[src/rtl/hdmi_pkg.sv]
// Shared types and timing presets for the HDMI video timing controller.
// Presets feed the parameter defaults of hdmi_timing.
package hdmi_pkg;

  localparam logic NO  = 1'b0;
  localparam logic YES = 1'b1;

  typedef struct packed {
    logic [15:0] h_active;
    logic [15:0] h_front;
    logic [15:0] h_sync;
    logic [15:0] h_back;
    logic [15:0] v_active;
    logic [15:0] v_front;
    logic [15:0] v_sync;
    logic [15:0] v_back;
    logic        h_pol;
    logic        v_pol;
  } hdmi_timing_t;

  localparam hdmi_timing_t TIMING_640X480_60 = '{
    h_active: 16'd640,  h_front: 16'd16,  h_sync: 16'd96, h_back: 16'd48,
    v_active: 16'd480,  v_front: 16'd10,  v_sync: 16'd2,  v_back: 16'd33,
    h_pol: NO, v_pol: NO
  };

  localparam hdmi_timing_t TIMING_1280X720_60 = '{
    h_active: 16'd1280, h_front: 16'd110, h_sync: 16'd40, h_back: 16'd220,
    v_active: 16'd720,  v_front: 16'd5,   v_sync: 16'd5,  v_back: 16'd20,
    h_pol: YES, v_pol: YES
  };

  typedef enum logic {
    ST_IDLE = 1'b0,
    ST_RUN  = 1'b1
  } hdmi_state_t;

endpackage

[src/rtl/hdmi_delay.sv]
// Fixed-depth shift register with async active-low reset and a per-bit
// reset value, so sync lines can rest at their deasserted level.
module hdmi_delay #(
  parameter int               WIDTH   = 1,
  parameter int               DEPTH   = 1,
  parameter logic [WIDTH-1:0] RST_VAL = '0
) (
  input  logic             i_clk,
  input  logic             i_rst_n,
  input  logic [WIDTH-1:0] i_d,
  output logic [WIDTH-1:0] o_q
);

  logic [DEPTH-1:0][WIDTH-1:0] r_pipe;

  always_ff @(posedge i_clk or negedge i_rst_n) begin
    if (!i_rst_n) begin
      for (int s = 0; s < DEPTH; s++) r_pipe[s] <= RST_VAL;
    end else begin
      r_pipe[0] <= i_d;
      for (int s = 1; s < DEPTH; s++) r_pipe[s] <= r_pipe[s-1];
    end
  end

  assign o_q = r_pipe[DEPTH-1];

endmodule

[src/rtl/hdmi_timing.sv]
// Video timing controller: early hc/vc counters drive a fetch strobe, and the
// encoder-facing active/h_sync/v_sync lag it by LEAD clocks.
module hdmi_timing
  import hdmi_pkg::*;
#(
  parameter int H_ACTIVE   = int'(TIMING_640X480_60.h_active),
  parameter int H_FRONT    = int'(TIMING_640X480_60.h_front),
  parameter int H_SYNC     = int'(TIMING_640X480_60.h_sync),
  parameter int H_BACK     = int'(TIMING_640X480_60.h_back),
  parameter int V_ACTIVE   = int'(TIMING_640X480_60.v_active),
  parameter int V_FRONT    = int'(TIMING_640X480_60.v_front),
  parameter int V_SYNC     = int'(TIMING_640X480_60.v_sync),
  parameter int V_BACK     = int'(TIMING_640X480_60.v_back),
  parameter bit H_SYNC_POL = TIMING_640X480_60.h_pol,
  parameter bit V_SYNC_POL = TIMING_640X480_60.v_pol,
  parameter int LEAD       = 2
) (
  input  logic        clk,
  input  logic        reset_low,
  input  logic        enable,
  output logic        running,
  output logic        frame_start,
  output logic        fetch,
  output logic [11:0] fetch_x,
  output logic [10:0] fetch_y,
  output logic        active,
  output logic        h_sync,
  output logic        v_sync
);

  localparam int H_TOTAL = H_ACTIVE + H_FRONT + H_SYNC + H_BACK;
  localparam int V_TOTAL = V_ACTIVE + V_FRONT + V_SYNC + V_BACK;
  localparam int HW      = (H_TOTAL > 1) ? $clog2(H_TOTAL) : 1;
  localparam int VW      = (V_TOTAL > 1) ? $clog2(V_TOTAL) : 1;
  localparam int HS_BEG  = H_ACTIVE + H_FRONT;
  localparam int HS_END  = HS_BEG + H_SYNC;
  localparam int VS_BEG  = V_ACTIVE + V_FRONT;
  localparam int VS_END  = VS_BEG + V_SYNC;
  localparam logic [2:0] DLY_RST = {1'b0, !H_SYNC_POL, !V_SYNC_POL};

  if (LEAD < 1 || LEAD > 8) begin : g_bad_lead
    $error("hdmi_timing: LEAD must be within 1..8");
  end
  if (LEAD >= H_FRONT + H_SYNC + H_BACK) begin : g_bad_blank
    $error("hdmi_timing: LEAD must be shorter than horizontal blanking");
  end
  if (H_ACTIVE > 4096) begin : g_bad_hact
    $error("hdmi_timing: H_ACTIVE exceeds 4096");
  end
  if (V_ACTIVE > 2048) begin : g_bad_vact
    $error("hdmi_timing: V_ACTIVE exceeds 2048");
  end

  hdmi_state_t   r_state, w_state_nx;
  logic [HW-1:0] r_hc, w_hc_nx;
  logic [VW-1:0] r_vc, w_vc_nx;

  logic        r_running, r_frame_start, r_fetch, r_e_hs, r_e_vs;
  logic [11:0] r_fetch_x;
  logic [10:0] r_fetch_y;

  logic w_run_nx, w_e_act, w_in_hs, w_in_vs, w_fs_nx;
  logic [2:0] w_dly;

  always_ff @(posedge clk or negedge reset_low) begin
    if (!reset_low) begin
      r_state <= ST_IDLE;
      r_hc    <= '0;
      r_vc    <= '0;
    end else begin
      r_state <= w_state_nx;
      r_hc    <= w_hc_nx;
      r_vc    <= w_vc_nx;
    end
  end

  // Enable only matters in IDLE and on the last cycle of a frame.
  always_comb begin
    w_state_nx = r_state;
    w_hc_nx    = r_hc;
    w_vc_nx    = r_vc;
    unique case (r_state)
      ST_IDLE: begin
        w_hc_nx = '0;
        w_vc_nx = '0;
        if (enable) w_state_nx = ST_RUN;
      end
      ST_RUN: begin
        if (int'(r_hc) == H_TOTAL - 1) begin
          w_hc_nx = '0;
          if (int'(r_vc) == V_TOTAL - 1) begin
            w_vc_nx = '0;
            if (!enable) w_state_nx = ST_IDLE;
          end else begin
            w_vc_nx = r_vc + 1'b1;
          end
        end else begin
          w_hc_nx = r_hc + 1'b1;
        end
      end
      default: w_state_nx = ST_IDLE;
    endcase
  end

  // Outputs are decoded from next-state counters and registered, so the
  // cycle showing hc/vc also shows its own strobes.
  assign w_run_nx = (w_state_nx == ST_RUN);
  assign w_e_act  = w_run_nx && (int'(w_hc_nx) < H_ACTIVE) && (int'(w_vc_nx) < V_ACTIVE);
  assign w_in_hs  = w_run_nx && (int'(w_hc_nx) >= HS_BEG) && (int'(w_hc_nx) < HS_END);
  assign w_in_vs  = w_run_nx && (int'(w_vc_nx) >= VS_BEG) && (int'(w_vc_nx) < VS_END);
  assign w_fs_nx  = w_run_nx && (w_hc_nx == '0) && (w_vc_nx == '0);

  always_ff @(posedge clk or negedge reset_low) begin
    if (!reset_low) begin
      r_running     <= 1'b0;
      r_frame_start <= 1'b0;
      r_fetch       <= 1'b0;
      r_fetch_x     <= '0;
      r_fetch_y     <= '0;
      r_e_hs        <= !H_SYNC_POL;
      r_e_vs        <= !V_SYNC_POL;
    end else begin
      r_running     <= w_run_nx;
      r_frame_start <= w_fs_nx;
      r_fetch       <= w_e_act;
      r_fetch_x     <= w_e_act ? 12'(w_hc_nx) : '0;
      r_fetch_y     <= w_e_act ? 11'(w_vc_nx) : '0;
      r_e_hs        <= w_in_hs ? H_SYNC_POL : !H_SYNC_POL;
      r_e_vs        <= w_in_vs ? V_SYNC_POL : !V_SYNC_POL;
    end
  end

  hdmi_delay #(
    .WIDTH   (3),
    .DEPTH   (LEAD),
    .RST_VAL (DLY_RST)
  ) u_delay (
    .i_clk   (clk),
    .i_rst_n (reset_low),
    .i_d     ({r_fetch, r_e_hs, r_e_vs}),
    .o_q     (w_dly)
  );

  assign running     = r_running;
  assign frame_start = r_frame_start;
  assign fetch       = r_fetch;
  assign fetch_x     = r_fetch_x;
  assign fetch_y     = r_fetch_y;
  assign active      = w_dly[2];
  assign h_sync      = w_dly[1];
  assign v_sync      = w_dly[0];

endmodule

[config.mk]
export PLATFORM = sky130hd
export DESIGN_NAME = hdmi_timing
export DESIGN_NICKNAME = d
export VERILOG_FILES = /design/src/rtl/hdmi_pkg.sv /design/src/rtl/hdmi_delay.sv /design/src/rtl/hdmi_timing.sv
export SDC_FILE = /design/constraint.sdc
export NUM_CORES = 1
export LEC_CHECK = 0
export BUFFER_PORTS_ARGS = -buffer_cell sky130_fd_sc_hd__buf_2
export CORE_ASPECT_RATIO = 0.6
export CORE_UTILIZATION = 47
export CTS_CLUSTER_SIZE = 20
export DETAILED_ROUTE_END_ITERATION = 7
export GPL_ROUTABILITY_DRIVEN = 0
export PLACE_DENSITY = 0.67
export SYNTH_ARGS = -nofsm -noshare
export SYNTH_HDL_FRONTEND = slang
export SYNTH_SLANG_ARGS = --single-unit
[constraint.sdc]
create_clock -name clk -period 3.6 [get_ports clk]
set_input_delay 0.18 -clock clk [delete_from_list [all_inputs] [get_ports clk]]
set_output_delay 0.18 -clock clk [all_outputs]
set_load 0.01 [all_outputs]
* Word level (Yosys, flattened, before mapping) *
Cells that the tools add are included.

storage, ports and cells
  output and inout bits = 29
  logic and storage cells = 45
  bits of input ports = 3
  register bits = 51

cells by class
  add/sub/neg operators = 2
  bitwise gates (word level) = 1
  reductions and logical operators = 10
  equality and inequality tests = 2
  multiplexer cells = 13
  magnitude comparators = 6

operators with widths
  operator                                                             number
  2-to-1 mux 10 bit                                                    5
  one-hot mux 10 bit (2 select lines)                                  2
  adder 10 x 1 -> 10 bit (second input constant)                       2
  zero test 10 bit                                                     2
  less-than comparator 10 bit (second input constant)                  2
  less-than comparator 10 x 9 -> 1 bit (second input constant)         2
  equality test 10 bit (second input constant)                         1
  equality test 10 x 9 -> 1 bit (second input constant)                1
  greater-or-equal comparator 10 bit (second input constant)           1
  greater-or-equal comparator 10 x 9 -> 1 bit (second input constant)  1
  logical AND 1 bit                                                    8
  2-to-1 mux 1 bit                                                     5
  one-hot mux 1 bit (2 select lines)                                   1
  NOT 1 bit                                                            1

* Depth between registers and ports, before layout *
Gate-level depths: netlist of run 1.

  word-level depth = 8
  depth in mapped cells = 10

* Hierarchy *
Synthesis of run 1 repeated with hierarchy kept, for this count alone.

second synthesis, totals
  cell total of the unflattened synthesis = 234
  area total of the unflattened synthesis = 2416.1 µm²

modules (own cells, without submodules)
  module       area each (µm²)  cells an instance  times used
  hdmi_timing  2238.4           225                1
  hdmi_delay   177.7            9                  1

* Worst setup path before layout of run 1 *
OpenSTA, ideal clock, no wires.

  path type = reg-to-reg
  start point = register r_hc[0]
  end point = register r_fetch_y[2], in the netlist fetch_y[2]
  slack = 931 ps
  arrival = 2519 ps
  setup time = 150 ps
  buffers on the path = 2
  period minus slack after synthesis = 2669 ps
  required time = 3450 ps
  stages on the path, launching flop included = 10
  path through = dfrtp_1 -> ha_1 -> nand4_2 -> or3_1 -> buf_2 -> or4_1 -> and2_4 -> nor4_4 -> buf_4 -> nor4_1

on the way
  word-level cells in the longest chain between the ends = 7
  elaborated cells on any way between the ends = 13
  those cells by class = add/sub: 1; order compare: 2; eq/ne: 1; mux: 7; reduce/logical: 2

RTL lines
  item                                                                            RTL line                              text
  from (decl)                                                                     hdmi_timing.sv:55                     logic [HW-1:0] r_hc, w_hc_nx;
  from (signal assigned)                                                          hdmi_timing.sv:72                     r_hc <= w_hc_nx;
  adder 10 x 1 -> 10 bit / equality test 10 x 9 -> 1 bit (equally long branches)  hdmi_timing.sv:98, hdmi_timing.sv:89
  2-to-1 mux 10 bit                                                               hdmi_timing.sv:89                     if (int'(r_hc) == H_TOTAL - 1) begin
  one-hot mux 10 bit (2 select lines)                                             hdmi_timing.sv:82                     unique case (r_state)
  less-than comparator 10 bit                                                     hdmi_timing.sv:108                    assign w_e_act = w_run_nx && (int'(w_hc_nx) < H_ACTIVE) && (int'(w_vc_nx) < V_ACTIVE);
  logical AND 1 bit (2 in series)                                                 hdmi_timing.sv:108
  2-to-1 mux 10 bit (*)                                                           hdmi_timing.sv:127                    r_fetch_y <= w_e_act ? 11'(w_vc_nx) : '0;
  to (signal assigned)                                                            hdmi_timing.sv:127
  to (decl)                                                                       hdmi_timing.sv:60                     logic [10:0] r_fetch_y;

Mark *: on every way between the ends. The rest lies on a longest branch, timed or not.

* Worst setup path in the final report of run 1 *
  start point = register r_hc[0]
  end point = register r_fetch_x[3], in the netlist fetch_x[3]

on the way
  word-level cells in the longest chain between the ends = 7
  elaborated cells on any way between the ends = 13
  those cells by class = add/sub: 1; order compare: 2; eq/ne: 1; mux: 7; reduce/logical: 2

RTL lines
  item                                                                            RTL line                              text
  adder 10 x 1 -> 10 bit / equality test 10 x 9 -> 1 bit (equally long branches)  hdmi_timing.sv:98, hdmi_timing.sv:89
  2-to-1 mux 10 bit                                                               hdmi_timing.sv:89
  one-hot mux 10 bit (2 select lines)                                             hdmi_timing.sv:82
  less-than comparator 10 bit                                                     hdmi_timing.sv:108
  logical AND 1 bit (2 in series)                                                 hdmi_timing.sv:108
  2-to-1 mux 10 bit (*)                                                           hdmi_timing.sv:126                    r_fetch_x <= w_e_act ? 12'(w_hc_nx) : '0;
  to (signal assigned)                                                            hdmi_timing.sv:126
  to (decl)                                                                       hdmi_timing.sv:59                     logic [11:0] r_fetch_x;

Marks and branches as above.

==> results.txt, run 1 <==
1st-iter DRT viols: 80
Worst Max-Slew Pin Slew: 1060 ps
Worst R2R Start: r_hc[0]
clock network fraction of total power: 41.9%
type of the tightest min-delay check: in -> async
Sink Count: 51
Die Y: 56.4 µm
post-route setup slack: 306 ps
commonest non-fill, non-tap cells in the layout: dfrtp_1, buf_2, nor2_1
post-layout util: 55.9%
CP Max Fanout: 20
Worst Reg-to-Reg Cells: 7
r2r setup slk: 310 ps
first-pass GRT wire length: 8340 µm
met1 WL: 2650 µm
pwr/cell area: 388 mW/mm²
register area share after synthesis: 55.4%
I/O pins: 32
nets: 250
Crit Reg-Reg Endpoint: fetch_x[3]
Final Hold Fails: 0
Worst slew margin: 29.2%
initial antenna violation count: 0
Core Region: 0.00466 mm²
Yosys top cell by area: dfrtp_1
area of the mapped netlist: 0.00232 mm²
Ant. Diodes: 0
P&R area growth vs syn: 12.5%
vias: 1,692
Sw Pwr: 207 µW
CP peak stage delay: 640 ps
Clk pin slew, worst setup/hold paths: 90 ps
row count: 19
FILL cells: 414
Final min period: 3290 ps
Die W: 92.6 µm
cell mode on critical path: or3_1
status: finished clean
met3 wire length: 379 µm
Mean Syn Cell Area: 10.6 µm²
max layer used: met4
Hold-fix buffers, CTS: 0
Net Sw Frac: 20.5%
setup bufs post-CTS: 0
largest cells by area after synthesis: dfrtp_1, dfstp_2, nor4_1
clk root buf: clkbuf_8
Leak Pwr: 0.00115 µW
Buf/Inv on CP: 0
RSZ-0062 raised after global routing: false
met2 routed WL: 1820 µm
Top FF cell, synth: dfrtp_1
Comb pwr share: 1.3%
placed instance count: 300
Setup CP Type: reg -> reg
Reg power frac: 56.7%
Worst VDD drop: 224 µV
Yosys cell types: 48
DRC Markers: 0
insertion delay to the later sink of the worst-skew pair: 310 ps
Max-Cap Viols: 0
Syn. warnings: 0
clock buffer depth: 2
post-route ant nets: 0
GRT overflow: 0
cell internal pwr: 803 µW
clock buffer count from CTS: 5
layout cells sized above 1: 22.0%
total global-route track usage: 21.2%
vias in the first global route: 1,586
post-DR wirelength/cell: 15.9 µm
share of synthesized flip-flops with an asynchronous set or reset: 100%
max-slew violation count: 0
FMAX: 0.304 GHz
Starting Density: 49.7%
CP arrival: 3490 ps
H-tree depth: 2
Setup violations, final: 0
slowest CP cell: or3_1
routed vias/inst: 5.49
largest net degree at the start of global routing: 52
Critical Path End Type: register
Post-synth EDFFs: 0
Synth Instances: 218
IO buf count: 28
dpl ws: 382 ps
Die ar.: 0.00522 mm²
WL final: 4880 µm
CTS tree: yes
post-cts resize count: 0
Worst Setup Start Kind: register
Setup TNS: 0 ps
Post-Layout Cell Count: 308
CP cell instances: ha_1 -> nand4_2 -> or3_1 -> o21a_1 -> or3_1 -> a22o_1 -> nor4_1
First-pass DRT Iterations: 5
delay-heaviest family, CP: simple AND/OR/NAND/NOR gates
most common cell after layout, fill and taps aside: dfrtp_1
clk_skew: 4.81 ps
DP HPWL: 3440 µm
WP data required: 3790 ps
final worst path period share: 91.5%
Synth Register Bits: 51
Synth top area share: 48.6%
cell usage after synthesis, types with 6 or more instances:
| library cell | n |
|---|---|
| nor4_1 | 11 |
| nor3b_1 | 8 |
| or3_1 | 6 |
| nor2_1 | 18 |
| clkbuf_1 | 6 |
| nand3_1 | 10 |
| dfstp_2 | 6 |
| nand2_1 | 16 |
| inv_1 | 7 |
| dfrtp_1 | 45 |
| xnor2_1 | 6 |
| a21oi_1 | 6 |
sequential cells by signal (all words and copies together), names as in the netlist:
| name | flops |
|---|---|
| r_hc | 10 |
| fetch_x | 10 |
| u_delay.o_q | 3 |
| fetch_y | 10 |
| r_e_vs | 1 |
| r_e_hs | 1 |
| u_delay.r_pipe | 3 |
| r_vc | 10 |
| running | 1 |
| fetch | 1 |
| frame_start | 1 |
power groups by stage:
stage          sequential (µW)  clock, µW  combinational (µW)
2_1_floorplan              585          0                4.04
3_3_place_gp               584          0                14.7
3_5_place_dp               584          0                14.8
4_1_cts                    573        432                14.7
5_1_grt                    574        459                16.9
6_report                   573        424                13.5
metrics by stage:
stage | power [µW] | hold WS [ps] | cell area (µm²)
floorplan | 589 | -116 | 2330
global placement | 599 | 335 | 2480
detailed placement | 599 | 335 | 2480
CTS | 1020 | 73.8 | 2610
global route | 1050 | 85.6 | 2610
finish | 1010 | 56.6 | 2610
metal layers:
layer / GRT usage [%] / vias to the layer above
met2: 26.5 / 64
met1: 35.8 / 807
met3: 4.88 / 4
met4: 5.27 / 0
met5: 0 / -
li1: - / 817
cells by family (layout without fill, tap and decap cells):
logic type               Yosys count  in the layout  share of synthesized area (%)
AO/OA/AOI/OAI                     28             28                           8.43
XOR/XNOR                          11             11                           4.16
adder cells (fa/ha/maj)            3              3                           1.62
buffers and inverters             22             46                           4.75
flip-flops                        51             51                           55.4
other                              1              4                          0.162
AND/OR/NAND/NOR                  102            102                           25.4
worst reg2reg max path, stage by stage (launching register included):
cell	delay, ps
dfrtp_1	440
ha_1	260
nand4_2	190
or3_1	640
o21a_1	280
or3_1	420
a22o_1	540
nor4_1	400
area by class of cell:
cell class	count	area, µm²	area share, %
sequential	51	1280	49.3
multi-input combinational	148	933	35.8
timing repair buffer	31	163	6.24
clock buffer	6	82.6	3.17
tap	63	78.8	3.02
clock inverter	2	38.8	1.49
inverter	7	26.3	1.01
worst max path at each step:
stage                        from    endpoint  cells past startpoint
after floorplan           r_hc[0]  fetch_y[2]                      9
after global placement    r_hc[0]  fetch_y[8]                      7
after detailed placement  r_hc[0]  fetch_x[3]                      7
after CTS                 r_hc[0]  fetch_x[3]                      7
after global routing      r_hc[0]      r_e_vs                      8
final                     r_hc[0]  fetch_x[3]                      7
(Power assumes the default switching activity.)
==> run 2: changes to the inputs <==
--- a/config.mk
+++ b/config.mk
@@ -12,6 +12,7 @@
 export DETAILED_ROUTE_END_ITERATION = 7
 export GPL_ROUTABILITY_DRIVEN = 0
 export PLACE_DENSITY = 0.67
+export SETUP_SLACK_MARGIN = 0.5
 export SYNTH_ARGS = -nofsm -noshare
 export SYNTH_HDL_FRONTEND = slang
 export SYNTH_SLANG_ARGS = --single-unit
==> results.txt, run 2 (synthesis results as in run 1) <==
first-pass GRT wire length: 8340 µm (about the same)
Die ar.: 0.00522 mm² (unchanged)
FMAX: 0.341 GHz (was 0.304 GHz)
Worst Setup Start Kind: register (unchanged)
final worst path period share: 81.4% (was 91.5%)
Worst Max-Slew Pin Slew: 1060 ps (about the same)
IO buf count: 28 (unchanged)
clk root buf: clkbuf_8 (unchanged)
post-route ant nets: 0 (unchanged)
Final Hold Fails: 0 (unchanged)
Die W: 92.6 µm (unchanged)
Critical path origin: r_hc[6] (was r_hc[0])
clock buffer depth: 2 (unchanged)
Worst VDD drop: 224 µV (about the same)
Setup violations, final: 0 (unchanged)
CTS tree: yes (unchanged)
clock network fraction of total power: 41.7% (was 41.9%)
row count: 19 (unchanged)
Starting Density: 49.7% (unchanged)
WP data required: 3800 ps (was 3790 ps)
Critical Path End Type: register (unchanged)
type of the tightest min-delay check: in -> async (unchanged)
CP Max Fanout: 17 (was 20)
Worst R2R Start: r_hc[6] (was r_hc[0])
insertion delay to the later sink of the worst-skew pair: 310 ps (about the same)
Clk pin slew, worst setup/hold paths: 90 ps (about the same)
r2r setup slk: 670 ps (was 310 ps)
DP HPWL: 3440 µm (unchanged)
delay-heaviest family, CP: simple AND/OR/NAND/NOR gates (unchanged)
CP cell instances: nand4bb_1 -> or3_4 -> or4_1 -> and2_1 -> nor4_4 -> buf_6 -> nand4_1 (was ha_1 -> nand4_2 -> or3_1 -> o21a_1 -> or3_1 -> a22o_1 -> nor4_1)
Crit Reg-Reg Endpoint: r_e_vs (was fetch_x[3])
First-pass DRT Iterations: 4 (was 5)
Critical Path Stages: 7 (unchanged)
vias in the first global route: 1,576 (was 1,586)
Core Region: 0.00466 mm² (unchanged)
P&R area growth vs syn: 15.0% (was 12.5%)
clk_skew: 4.07 ps (was 4.81 ps)
cell internal pwr: 803 µW (about the same)
1st-iter DRT viols: 106 (was 80)
Reg power frac: 56.9% (was 56.7%)
Hold Slack: 59.6 ps (was 56.6 ps)
RSZ-0062 raised after global routing: false (unchanged)
post-DR wirelength/cell: 15.9 µm (about the same)
Worst Setup EP: r_e_vs (was fetch_x[3])
initial antenna violation count: 0 (unchanged)
slowest CP cell: or3_4 (was or3_1)
Net Sw Frac: 20.3% (was 20.5%)
I/O pins: 32 (unchanged)
Max-Cap Viols: 0 (unchanged)
largest net degree at the start of global routing: 52 (unchanged)
status: finished clean (unchanged)
Sink Count: 51 (unchanged)
overall power: 1010 µW (about the same)
Leak Pwr: 0.00118 µW (was 0.00115 µW)
Die Y: 56.4 µm (unchanged)
vias: 1,748 (was 1,692)
CP arrival: 3130 ps (was 3490 ps)
Buf/Inv on CP: 1 (was 0)
total global-route track usage: 21.2% (unchanged)
Comb pwr share: 1.4% (was 1.3%)
nets: 256 (was 250)
Final min period: 2930 ps (was 3290 ps)
DP Area: 0.00248 mm² (unchanged)
Sw Pwr: 204 µW (was 207 µW)
Setup CP Type: reg -> reg (unchanged)
routed vias/inst: 5.57 (was 5.49)
GRT overflow: 0 (unchanged)
max-slew violation count: 0 (unchanged)
Hold-fix buffers, CTS: 0 (unchanged)
Worst Reg-to-Reg Cells: 7 (unchanged)
pwr/cell area: 378 mW/mm² (was 388 mW/mm²)
H-tree depth: 2 (unchanged)
clock buffer count from CTS: 5 (unchanged)
layout cells sized above 1: 25.1% (was 22.0%)
WL final: 4980 µm (was 4880 µm)
FILL cells: 404 (was 414)
most common cell after layout, fill and taps aside: dfrtp_1 (unchanged)
Ant. Diodes: 0 (unchanged)
Worst slew margin: 29.1% (was 29.2%)
CP peak stage delay: 530 ps (was 640 ps)
final non-filler cell area: 0.00266 mm² (was 0.00261 mm²)
Setup TNS: 0 ps (unchanged)
DRC Markers: 0 (unchanged)
commonest non-fill, non-tap cells in the layout: dfrtp_1, buf_2, nor2_1 (unchanged)
run 2: final cells by class:
class                      instances  area (µm²)  share of cell area [%]
clock inverter                     2        38.8                    1.46
clock buffer                       6        82.6                    3.10
inverter                           7        26.3                   0.987
sequential                        51        1280                    48.3
timing repair buffer              37         211                    7.94
multi-input combinational        148         940                    35.3
tap                               63        78.8                    2.96
run 2: power groups by stage:
stage	sequential, µW	clock, µW	combinational, µW
after CTS	573	432	14.7
final	573	421	13.6
after floorplan	585	0	4.04
after global placement	584	0	14.7
after detailed placement	584	0	14.8
after global routing	574	459	16.9
run 2: worst min-delay path by stage:
stage	from	to	slack, ps
final	reset_low	fetch_y[9]	60
after global routing	enable	running	90
after CTS	enable	running	70
after detailed placement	u_delay.r_pipe[2]	u_delay.o_q[2]	330
after global placement	u_delay.r_pipe[2]	u_delay.o_q[2]	330
after floorplan	reset_low	fetch	-120
run 2: repair_timing:
| item | 4_1_cts | 5_1_grt |
|---|---|---|
| gates resized for setup | 2 | 2 |
| buffers inserted | 0 | 6 |
| pin swaps | 0 | 2 |
| setup endpoints to repair | 21 | 17 |
run 2: per-layer routing:
metal / part of all wire, % / global-route usage, % / up-vias
li1: - / - / 829
met1: 52 / 36.0 / 824
met2: 38 / 26.2 / 86
met3: 9.2 / 4.88 / 9
met4: 1.1 / 5.27 / 0
met5: 0 / 0 / -
run 2: worst reg2reg max path, stage by stage, from the launching register on:
cell       delay (ps)
dfrtp_1           430
nand4bb_1         360
or3_4             530
or4_1             540
and2_1            240
nor4_4            370
buf_6             240
nand4_1           130
run 2: metrics by stage:
| step | worst slack, ps | utilization (%) | std cells |
|---|---|---|---|
| global placement | 515 | 53.3 | 300 |
| CTS | 525 | 56.1 | 308 |
| floorplan | 931 | - | 221 |
| detailed placement | 382 | 53.3 | 300 |
| global route | 486 | 57.1 | 314 |
| finish | 670 | 57.1 | 314 |
==> run 3: changes to the inputs <==
==> constraint.sdc (replaced) <==
create_clock -name clk -period 2.9 [get_ports clk]
set_input_delay 0.145 -clock clk [delete_from_list [all_inputs] [get_ports clk]]
set_output_delay 0.145 -clock clk [all_outputs]
set_load 0.01 [all_outputs]
==> results.txt, run 3 (synthesis results as in run 1) <==
Sink Count: 51 (unchanged)
slowest CP cell: or4_4 (was or3_4)
post-route setup slack: 422 ps (was 670 ps)
Worst R2R Start: r_vc[5] (was r_hc[6])
row count: 19 (unchanged)
vias in the first global route: 1,754 (was 1,576)
initial antenna violation count: 0 (unchanged)
r2r setup slk: 420 ps (was 670 ps)
1st-iter DRT viols: 153 (was 106)
Crit Reg-Reg Endpoint: fetch_y[1] (was r_e_vs)
Hold-fix buffers, CTS: 0 (unchanged)
final worst path period share: 85.5% (was 81.4%)
dpl ws: 136 ps (was 382 ps)
DRC Markers: 0 (unchanged)
Worst Setup EP: fetch_y[1] (was r_e_vs)
Hold Slack: 39.4 ps (was 59.6 ps)
insertion delay to the later sink of the worst-skew pair: 310 ps (about the same)
nets: 281 (was 256)
WP data required: 3110 ps (was 3800 ps)
Die Y: 56.4 µm (unchanged)
H-tree depth: 2 (unchanged)
Worst Reg-to-Reg Cells: 7 (unchanged)
Setup TNS: 0 ps (unchanged)
P&R area growth vs syn: 34.5% (was 15.0%)
pwr/cell area: 366 mW/mm² (was 378 mW/mm²)
clock buffer depth: 2 (unchanged)
Worst Setup Start Kind: register (unchanged)
FILL cells: 354 (was 404)
Critical Path End Type: register (unchanged)
Clk pin slew, worst setup/hold paths: 100 ps (was 90 ps)
clk_skew: 16.2 ps (was 4.07 ps)
I/O pins: 32 (unchanged)
post-layout util: 66.8% (was 57.1%)
Final min period: 2480 ps (was 2930 ps)
CP Max Fanout: 7 (was 17)
status: finished clean (unchanged)
GRT overflow: 0 (unchanged)
Die ar.: 0.00522 mm² (unchanged)
routed vias/inst: 5.66 (was 5.57)
CP peak stage delay: 550 ps (was 530 ps)
Storage cell area: 0.00129 mm² (was 0.00128 mm²)
Core Region: 0.00466 mm² (unchanged)
max-slew violation count: 0 (unchanged)
DP HPWL: 3670 µm (was 3440 µm)
Critical path origin: r_vc[5] (was r_hc[6])
Ant. Diodes: 0 (unchanged)
clk root buf: clkbuf_8 (unchanged)
First-pass DRT Iterations: 4 (unchanged)
Worst VDD drop: 285 µV (was 224 µV)
post-route ant nets: 0 (unchanged)
CP arrival: 2690 ps (was 3130 ps)
vias: 1,918 (was 1,748)
WL final: 5860 µm (was 4980 µm)
Leak Pwr: 0.00139 µW (was 0.00118 µW)
post-DR wirelength/cell: 17.3 µm (was 15.9 µm)
Max-Cap Viols: 0 (unchanged)
commonest non-fill, non-tap cells in the layout: dfrtp_1, buf_2, buf_4 (was dfrtp_1, buf_2, nor2_1)
Final Hold Fails: 0 (unchanged)
area taken by multi-input logic gates: 0.00119 mm² (was 940 µm²)
largest net degree at the start of global routing: 52 (unchanged)
Setup violations, final: 0 (unchanged)
IO buf count: 28 (unchanged)
Setup CP Type: reg -> reg (unchanged)
Die W: 92.6 µm (unchanged)
type of the tightest min-delay check: in -> async (unchanged)
Starting Density: 49.7% (unchanged)
clock buffer count from CTS: 5 (unchanged)
first-pass GRT wire length: 8950 µm (was 8340 µm)
overall power: 1140 µW (was 1010 µW)
CTS tree: yes (unchanged)
FMAX: 0.404 GHz (was 0.341 GHz)
total global-route track usage: 23.1% (was 21.2%)
Worst slew margin: 26.4% (was 29.1%)
RSZ-0062 raised after global routing: true (was false)
Worst Max-Slew Pin Slew: 1100 ps (was 1060 ps)
layout cells sized above 1: 44.2% (was 25.1%)
most common cell after layout, fill and taps aside: dfrtp_1 (unchanged)
CP cell instances: nand2_1 -> or4_4 -> o21a_1 -> or3_4 -> a22o_4 -> buf_4 -> nor3b_1 (was nand4bb_1 -> or3_4 -> or4_1 -> and2_1 -> nor4_4 -> buf_6 -> nand4_1)
[run 3: metrics by stage]
| stage | cells | instance area, µm² |
|---|---|---|
| 2_1_floorplan | 221 | 2380 |
| 3_3_place_gp | 314 | 2630 |
| 6_report | 339 | 3110 |
| 3_5_place_dp | 314 | 2630 |
| 4_1_cts | 334 | 2930 |
| 5_1_grt | 339 | 3110 |
[run 3: power breakdown]
| group | switching, µW | internal (µW) |
|---|---|---|
| Combinational | 16.0 | 1.66 |
| Clock | 239 | 170 |
| Sequential | 0.139 | 712 |
[run 3: routing by layer]
| metal | wire length, µm | share of wire (%) | GRT usage (%) |
|---|---|---|---|
| met5 | 0 | 0 | 0 |
| met4 | 56 | 0.96 | 5.71 |
| met3 | 409 | 7.0 | 5.01 |
| met2 | 2420 | 41 | 29.8 |
| met1 | 2980 | 51 | 38.2 |
[run 3: worst max-delay path: cells and delay by family, from the launching register on]
| family | cells | cell delay, ps |
|---|---|---|
| compound gates | 2 | 520 |
| simple gates | 4 | 1270 |
| flops | 1 | 420 |
| buf+inv | 1 | 190 |
[run 3: what timing repair did]
action | CTS | global route
pin swaps | 4 | 8
setup endpoints to repair | 22 | 23
buffers inserted | 12 | 4
resized for setup | 23 | 30
gates cloned | 0 | 1
[run 3: how the worst min path moves through the flow]
stage | cells past startpoint | endpoint | slack [ps] | startpoint
2_1_floorplan | 0 | fetch | -150 | reset_low
3_3_place_gp | 0 | u_delay.o_q[2] | 340 | u_delay.r_pipe[2]
3_5_place_dp | 0 | u_delay.o_q[2] | 340 | u_delay.r_pipe[2]
4_1_cts | 1 | fetch_x[1] | 70 | reset_low
5_1_grt | 2 | running | 80 | enable
6_report | 1 | fetch_x[5] | 40 | reset_low
[run 3: cell type report]
cell class / count / area share [%]
repair buffers: 62 / 14.3
clock inverters: 3 / 0.603
well taps: 63 / 2.53
inverters: 7 / 0.844
multi-input cells: 148 / 38.2
clock buffers: 5 / 2.21
flip-flops and latches: 51 / 41.3
